### config.mk
export PLATFORM = sky130hd
export DESIGN_NAME = fsm_run_generator
export DESIGN_NICKNAME = d
export VERILOG_FILES = /design/src/rtl/fsm_run_generator.sv
export SDC_FILE = /design/constraint.sdc
export NUM_CORES = 1
export LEC_CHECK = 0
export CORE_AREA = 2 2 39 41
export DETAILED_ROUTE_END_ITERATION = 16
export DIE_AREA = 0 0 41 43
export HOLD_SLACK_MARGIN = 0.12
export PLACE_DENSITY_LB_ADDON = 0.2
export SYNTH_ARGS = -nofsm -noshare
export SYNTH_HDL_FRONTEND = slang
export SYNTH_SLANG_ARGS = --single-unit
### constraint.sdc
create_clock -name clock_i -period 6.88 [get_ports clock_i]
set_input_delay 1.72 -clock clock_i [delete_from_list [all_inputs] [get_ports clock_i]]
set_output_delay 1.72 -clock clock_i [all_outputs]
set_load 0.01 [all_outputs]
### src/rtl/fsm_run_generator.sv
// Serial run-length transmitter: {bit, len} commands become len cycles of bit on tx_bit_o.
// Optional one-cycle inverted gap after each run when FSM_RUN_GAP_EN is defined.
module fsm_run_generator #(
   parameter int   LEN_W    = 4,
   parameter logic IDLE_VAL = 1'b0
) (
   input  logic             clock_i,
   input  logic             reset_n_i,
   input  logic             cmd_valid_i,
   output logic             cmd_ready_o,
   input  logic             cmd_bit_i,
   input  logic [LEN_W-1:0] cmd_len_i,
   output logic             tx_bit_o,
   output logic             tx_active_o,
   output logic             run_done_o
);

`ifdef FSM_RUN_GAP_EN
   typedef enum logic [1:0] {S_IDLE, S_SEND, S_GAP} state_t;
`else
   typedef enum logic [1:0] {S_IDLE, S_SEND} state_t;
`endif

   localparam logic [LEN_W-1:0] CNT_ONE = LEN_W'(1);

   state_t           state_q, state_d;
   logic [LEN_W-1:0] cnt_q, cnt_d;
   logic             bit_q, bit_d;
   logic             tx_bit_q, tx_bit_d;
   logic             tx_active_q, tx_active_d;
   logic             run_done_q, run_done_d;
   logic             last_bit;
   logic             accept;
   logic             load;

   assign last_bit = (state_q == S_SEND) && (cnt_q == CNT_ONE);

   // Ready depends only on state and count so it never combinationally follows cmd_valid_i.
   always_comb begin
      cmd_ready_o = 1'b0;
      case (state_q)
         S_IDLE:  cmd_ready_o = 1'b1;
`ifdef FSM_RUN_GAP_EN
         S_GAP:   cmd_ready_o = 1'b1;
         S_SEND:  cmd_ready_o = 1'b0;
`else
         S_SEND:  cmd_ready_o = last_bit;
`endif
         default: cmd_ready_o = 1'b0;
      endcase
   end

   assign accept = cmd_valid_i & cmd_ready_o;
   assign load   = accept && (cmd_len_i != '0);

   always_comb begin
      state_d = state_q;
      cnt_d   = cnt_q;
      bit_d   = bit_q;
      case (state_q)
         S_IDLE: begin
            if (load) begin
               state_d = S_SEND;
               cnt_d   = cmd_len_i;
               bit_d   = cmd_bit_i;
            end
         end
         S_SEND: begin
            if (cnt_q > CNT_ONE) begin
               cnt_d = cnt_q - CNT_ONE;
            end else begin
`ifdef FSM_RUN_GAP_EN
               state_d = S_GAP;
               cnt_d   = '0;
`else
               // A zero-length command accepted here is dropped and the run ends normally.
               if (load) begin
                  cnt_d = cmd_len_i;
                  bit_d = cmd_bit_i;
               end else begin
                  state_d = S_IDLE;
                  cnt_d   = '0;
               end
`endif
            end
         end
`ifdef FSM_RUN_GAP_EN
         S_GAP: begin
            if (load) begin
               state_d = S_SEND;
               cnt_d   = cmd_len_i;
               bit_d   = cmd_bit_i;
            end else begin
               state_d = S_IDLE;
            end
         end
`endif
         default: begin
            state_d = S_IDLE;
            cnt_d   = '0;
         end
      endcase
   end

   // Outputs are precomputed from the next state so they are registered yet align with the state.
   always_comb begin
      tx_active_d = (state_d == S_SEND);
      run_done_d  = (state_d == S_SEND) && (cnt_d == CNT_ONE);
      tx_bit_d    = IDLE_VAL;
      if (state_d == S_SEND) begin
         tx_bit_d = bit_d;
      end
`ifdef FSM_RUN_GAP_EN
      else if (state_d == S_GAP) begin
         tx_bit_d = ~bit_q;
      end
`endif
   end

   always_ff @(posedge clock_i or negedge reset_n_i) begin
      if (!reset_n_i) begin
         state_q     <= S_IDLE;
         cnt_q       <= '0;
         bit_q       <= 1'b0;
         tx_bit_q    <= IDLE_VAL;
         tx_active_q <= 1'b0;
         run_done_q  <= 1'b0;
      end else begin
         state_q     <= state_d;
         cnt_q       <= cnt_d;
         bit_q       <= bit_d;
         tx_bit_q    <= tx_bit_d;
         tx_active_q <= tx_active_d;
         run_done_q  <= run_done_d;
      end
   end

   assign tx_bit_o    = tx_bit_q;
   assign tx_active_o = tx_active_q;
   assign run_done_o  = run_done_q;

endmodule
* Word level (Yosys, flattened, before mapping)
Cells that the tools add are included.
** Word-level totals
- Register bits :: 10
- Logic and storage cells :: 31
** Cells by class
- Add/sub/neg operators :: 1
- Order comparisons :: 1
- Equality and inequality tests :: 4
- Muxes and demuxes :: 13
- Bitwise operators :: 1
- Reduce and logical (&&, ||, !) cells :: 5
** Operators with widths (count)
- 2-to-1 mux 4 bit :: 3
- equality test 4 x 1 -> 1 bit (second input constant) :: 2
- case mux 4 bit (2 select lines) :: 1
- 2-to-1 mux 2 bit :: 3
- equality test 2 x 1 -> 1 bit (second input constant) :: 2
- greater-than comparator 4 x 1 -> 1 bit (second input constant) :: 1
- case mux 1 bit (2 select lines) :: 2
- case mux 2 bit (2 select lines) :: 1
- nonzero test 4 bit :: 1
- subtractor 4 x 1 -> 4 bit (second input constant) :: 1
- logical AND 1 bit :: 3
- 2-to-1 mux 1 bit :: 3
- zero test 2 bit :: 1
- bitwise AND 1 bit :: 1

* Logic depth before layout (Yosys ltp)
- Depth in word-level cells :: 10
- Gate-level depth with buffers :: 7

* Least setup slack after synthesis
No wires, ideal clock.
- Path kind :: reg2out
- Start :: register cnt_q[1]
- End :: output cmd_ready_o
- Data arrival time :: 1.417 ns
- Required time :: 5.160 ns
- Setup slack :: 3.743 ns
- Cell stages (with the launch flop) :: 6
- Path buffers :: 0
- Cells stage by stage :: dfrtp_1 inv_1 ha_1 or3b_4 and2_1 nor2_1
** Between the ends
- Cells in the longest elaborated chain, start to end :: 3
** Ends and longest elaborated chain
- start: declaration :: RTL line 27 : logic [LEN_W-1:0] cnt_q, cnt_d;
- start signal: assignment :: RTL line 130 : cnt_q <= cnt_d;
- equality test 4 x 1 -> 1 bit :: RTL line 36 : assign last_bit = (state_q == S_SEND) && (cnt_q == CNT_ONE);
- logical AND 1 bit :: RTL line 36
- case mux 1 bit (2 select lines) :: RTL line 41 : case (state_q)
- end: declaration :: RTL line 10 : output logic cmd_ready_o,
No other way between the ends.

* Worst setup path after layout
Ends and elaborated chain as after synthesis.

==> run summary <==
Syn Inst Count -> 60
Post-CTS Resized -> 0
register area share after synthesis -> 0.413
Pleak -> 0.320 nW
worst slew pin tran -> 0.590 ns
die extent in y -> 43 um
placed instance area -> 732 um2
Setup Buffers After CTS -> 0
RSZ-0062 raised after global routing -> no
Worst R2R Path Depth -> 7
GP Congestion -> 0.797
Root Buffer -> clkbuf_4
Antenna Cells -> 0
vias in the first global route -> 461
crit path time final -> 3.96 ns
grt total ovfl -> 0
syn nets -> 70
WS Path Type -> register to output port
Critical Path RT -> 5.16 ns
slowest stage delay, CP -> 0.54 ns
Placed Cells -> 86
worst vdd ir -> 0.147 mV
status -> finished, final reports clean
remaining antenna violation count after routing -> 0
placed wire-length estimate -> 940 um
TritonCTS Sinks -> 10
initial antenna violation count -> 0
setup TNS -> 0 ns
worst hold endpoint -> bit_q
worst path cell trace -> inv_1, ha_1, or3b_4, and2_1, nor2_1, clkdlybuf4s50_1
Critical-path top delay cell -> clkdlybuf4s50_1
worst hold-check path type -> register to register
first-pass GRT wire length -> 2.06 mm
max cap viols -> 0
num ports -> 12
reg2reg setup slack -> 4.42 ns
Max Freq -> 252 MHz
CTS tree -> yes
Cell Rows -> 14
final hold viol count -> 0
Ys Warns -> 0
Tot GR Track Use -> 0.178
hold path cells -> 1
DRC -> 0
post-DR wirelength/cell -> 13.9 um
Via Count -> 514
Hold Startpoint -> bit_q
Distinct cells, synth -> 31
drt total wl -> 1.24 mm
Critical R2R Capture -> run_done_o
worst flop-to-flop path startpoint -> cnt_q[1]
final non-filler cell total -> 89
TritonRoute pass-1 iters -> 4
nets@finish -> 85
Clk Latency, worst-skew pair -> 0.25 ns
synthesized area -> 606 um2
largest net degree at the start of global routing -> 11
number of hold buffers added after cts -> 0
die width -> 41 um
Via density -> 5.78
critical-path maximum fanout -> 6
initial DRC count -> 10
share of post-route cells with drive strength above 1 -> 0.0959
endpoint type of the worst setup path -> output port
design area -> 754 um2
H-tree depth -> 1
cts bufs inserted -> 3
initial core utilization -> 0.438
Tcrit/Tclk final -> 0.576
Worst-path clk slew -> 0.05 ns
CTS max path bufs -> 2
area grow syn2layout -> 24.6%
clock skew -> 0.00259 ns
overall die area -> 0.00176 mm2
CP startpoint -> cnt_q[1]
startpoint class of the critical path -> register
Cell Pwr Density -> 253 mW/mm2
Synth Area per Inst -> 10.1 um2
slew margin rel. -> 0.603
Worst EP arrival -> 2.24 ns
Buffers on Ports -> 11
flops & latches, synth -> 10
fin util -> 0.545
core box area -> 0.00138 mm2
final setup fails -> 0
count of final max-slew check failures -> 0
[cell families (layout without fill, tap and decap cells)]
family          Yosys count  count (layout)  share of synthesized area
mux                       2               2                     0.0351
buf+inv                   4              17                     0.0248
flops                    10              10                      0.413
other cells               1               1                    0.00619
simple gates             24              24                      0.231
compound gates           17              17                      0.248
fa+ha+maj                 2               2                     0.0413
[area by class of cell]
cell class / count / area (um2)
inverter: 3 / 11.3
timing repair buffer: 11 / 110
tap: 16 / 20.0
multi-input combinational: 46 / 340
clock buffer: 3 / 22.5
sequential: 10 / 250
fill: 135 / 629
[flip-flops by register name (all words and copies together) (netlist names)]
| register | count |
|---|---|
| tx_active_o | 1 |
| run_done_o | 1 |
| cnt_q | 4 |
| bit_q | 1 |
| state_q | 2 |
| tx_bit_o | 1 |
[Yosys cell counts (all sizes together)]
| master | instances | area (um2) |
|---|---|---|
| a2111oi | 1 | 27.5 |
| a21o | 2 | 15.0 |
| a21oi | 1 | 5.00 |
| a22oi | 1 | 7.51 |
| a31oi | 1 | 6.26 |
| and2 | 2 | 12.5 |
| and4b | 1 | 10.0 |
| clkbuf | 1 | 3.75 |
| conb | 1 | 3.75 |
| dfrtp | 10 | 250 |
| ha | 2 | 25.0 |
| inv | 3 | 11.3 |
| mux2 | 1 | 11.3 |
| mux2i | 1 | 10.0 |
| nand2 | 4 | 15.0 |
| nand2b | 2 | 12.5 |
| nand4b | 1 | 8.76 |
| nor2 | 4 | 15.0 |
| nor2b | 4 | 25.0 |
| nor3 | 1 | 5.00 |
| nor4 | 3 | 18.8 |
| o211ai | 2 | 15.0 |
| o21a | 1 | 7.51 |
| o21ai | 3 | 15.0 |
| o221ai | 1 | 8.76 |
| o311a | 1 | 10.0 |
| o31ai | 1 | 7.51 |
| o32ai | 1 | 16.3 |
| o41ai | 1 | 8.76 |
| or3 | 1 | 6.26 |
| or3b | 1 | 11.3 |
[metal layers]
layer,vias to the layer above,wire length [um],track usage
met5,-,0,0
met4,0,10,0.0600
met3,2,65,0.0785
met2,12,598,0.247
li1,250,-,-
met1,250,560,0.241
[power by group]
| group | total, W | internal [W] | switching [W] |
|---|---|---|---|
| clock | 0.0000354 | 0.0000199 | 0.0000155 |
| sequential | 0.0000811 | 0.0000690 | 0.0000121 |
| combinational | 0.0000746 | 0.0000365 | 0.0000382 |
[per-stage QoR]
| step | setup slack (ns) | total power, W | hold WS [ns] |
|---|---|---|---|
| 3_3_place_gp | 3.24 | 0.000154 | 0.474 |
| 2_1_floorplan | 3.74 | 0.000131 | 0.466 |
| 6_report | 2.92 | 0.000191 | 0.486 |
| 3_5_place_dp | 3.19 | 0.000156 | 0.480 |
| 4_1_cts | 2.90 | 0.000193 | 0.493 |
| 5_1_grt | 2.81 | 0.000205 | 0.510 |
[cells in the final DEF, fill, tap and decap left out, types with 2 or more instances in the layout]
cell	synthesis	routed
o211ai_1	2	2
ha_1	2	2
dfrtp_1	10	10
nand2_1	4	4
nor2_1	4	4
clkbuf_4	0	3
clkdlybuf4s50_1	0	11
o21ai_0	3	3
inv_1	3	3
a21o_1	2	2
and2_1	2	2
nand2b_1	2	2
nor4_1	3	3
nor2b_1	4	4
[how the worst max path moves through the flow]
stage                       end  slack (ns)  cells after the start
detailed placement  cmd_ready_o        3.19                      6
CTS                 cmd_ready_o        2.90                      6
floorplan           cmd_ready_o        3.74                      5
global route        cmd_ready_o        2.81                      5
global placement    cmd_ready_o        3.24                      6
finish              cmd_ready_o        2.92                      6
[critical path, delay by kind of cell (launching register included)]
kind / cells / cell delay [ns]
flip-flops: 1 / 0.40
buffers and inverters: 2 / 0.62
AND/OR/NAND/NOR: 3 / 0.71
adder cells (fa/ha/maj): 1 / 0.25
Power figures use the tool's default switching activity.
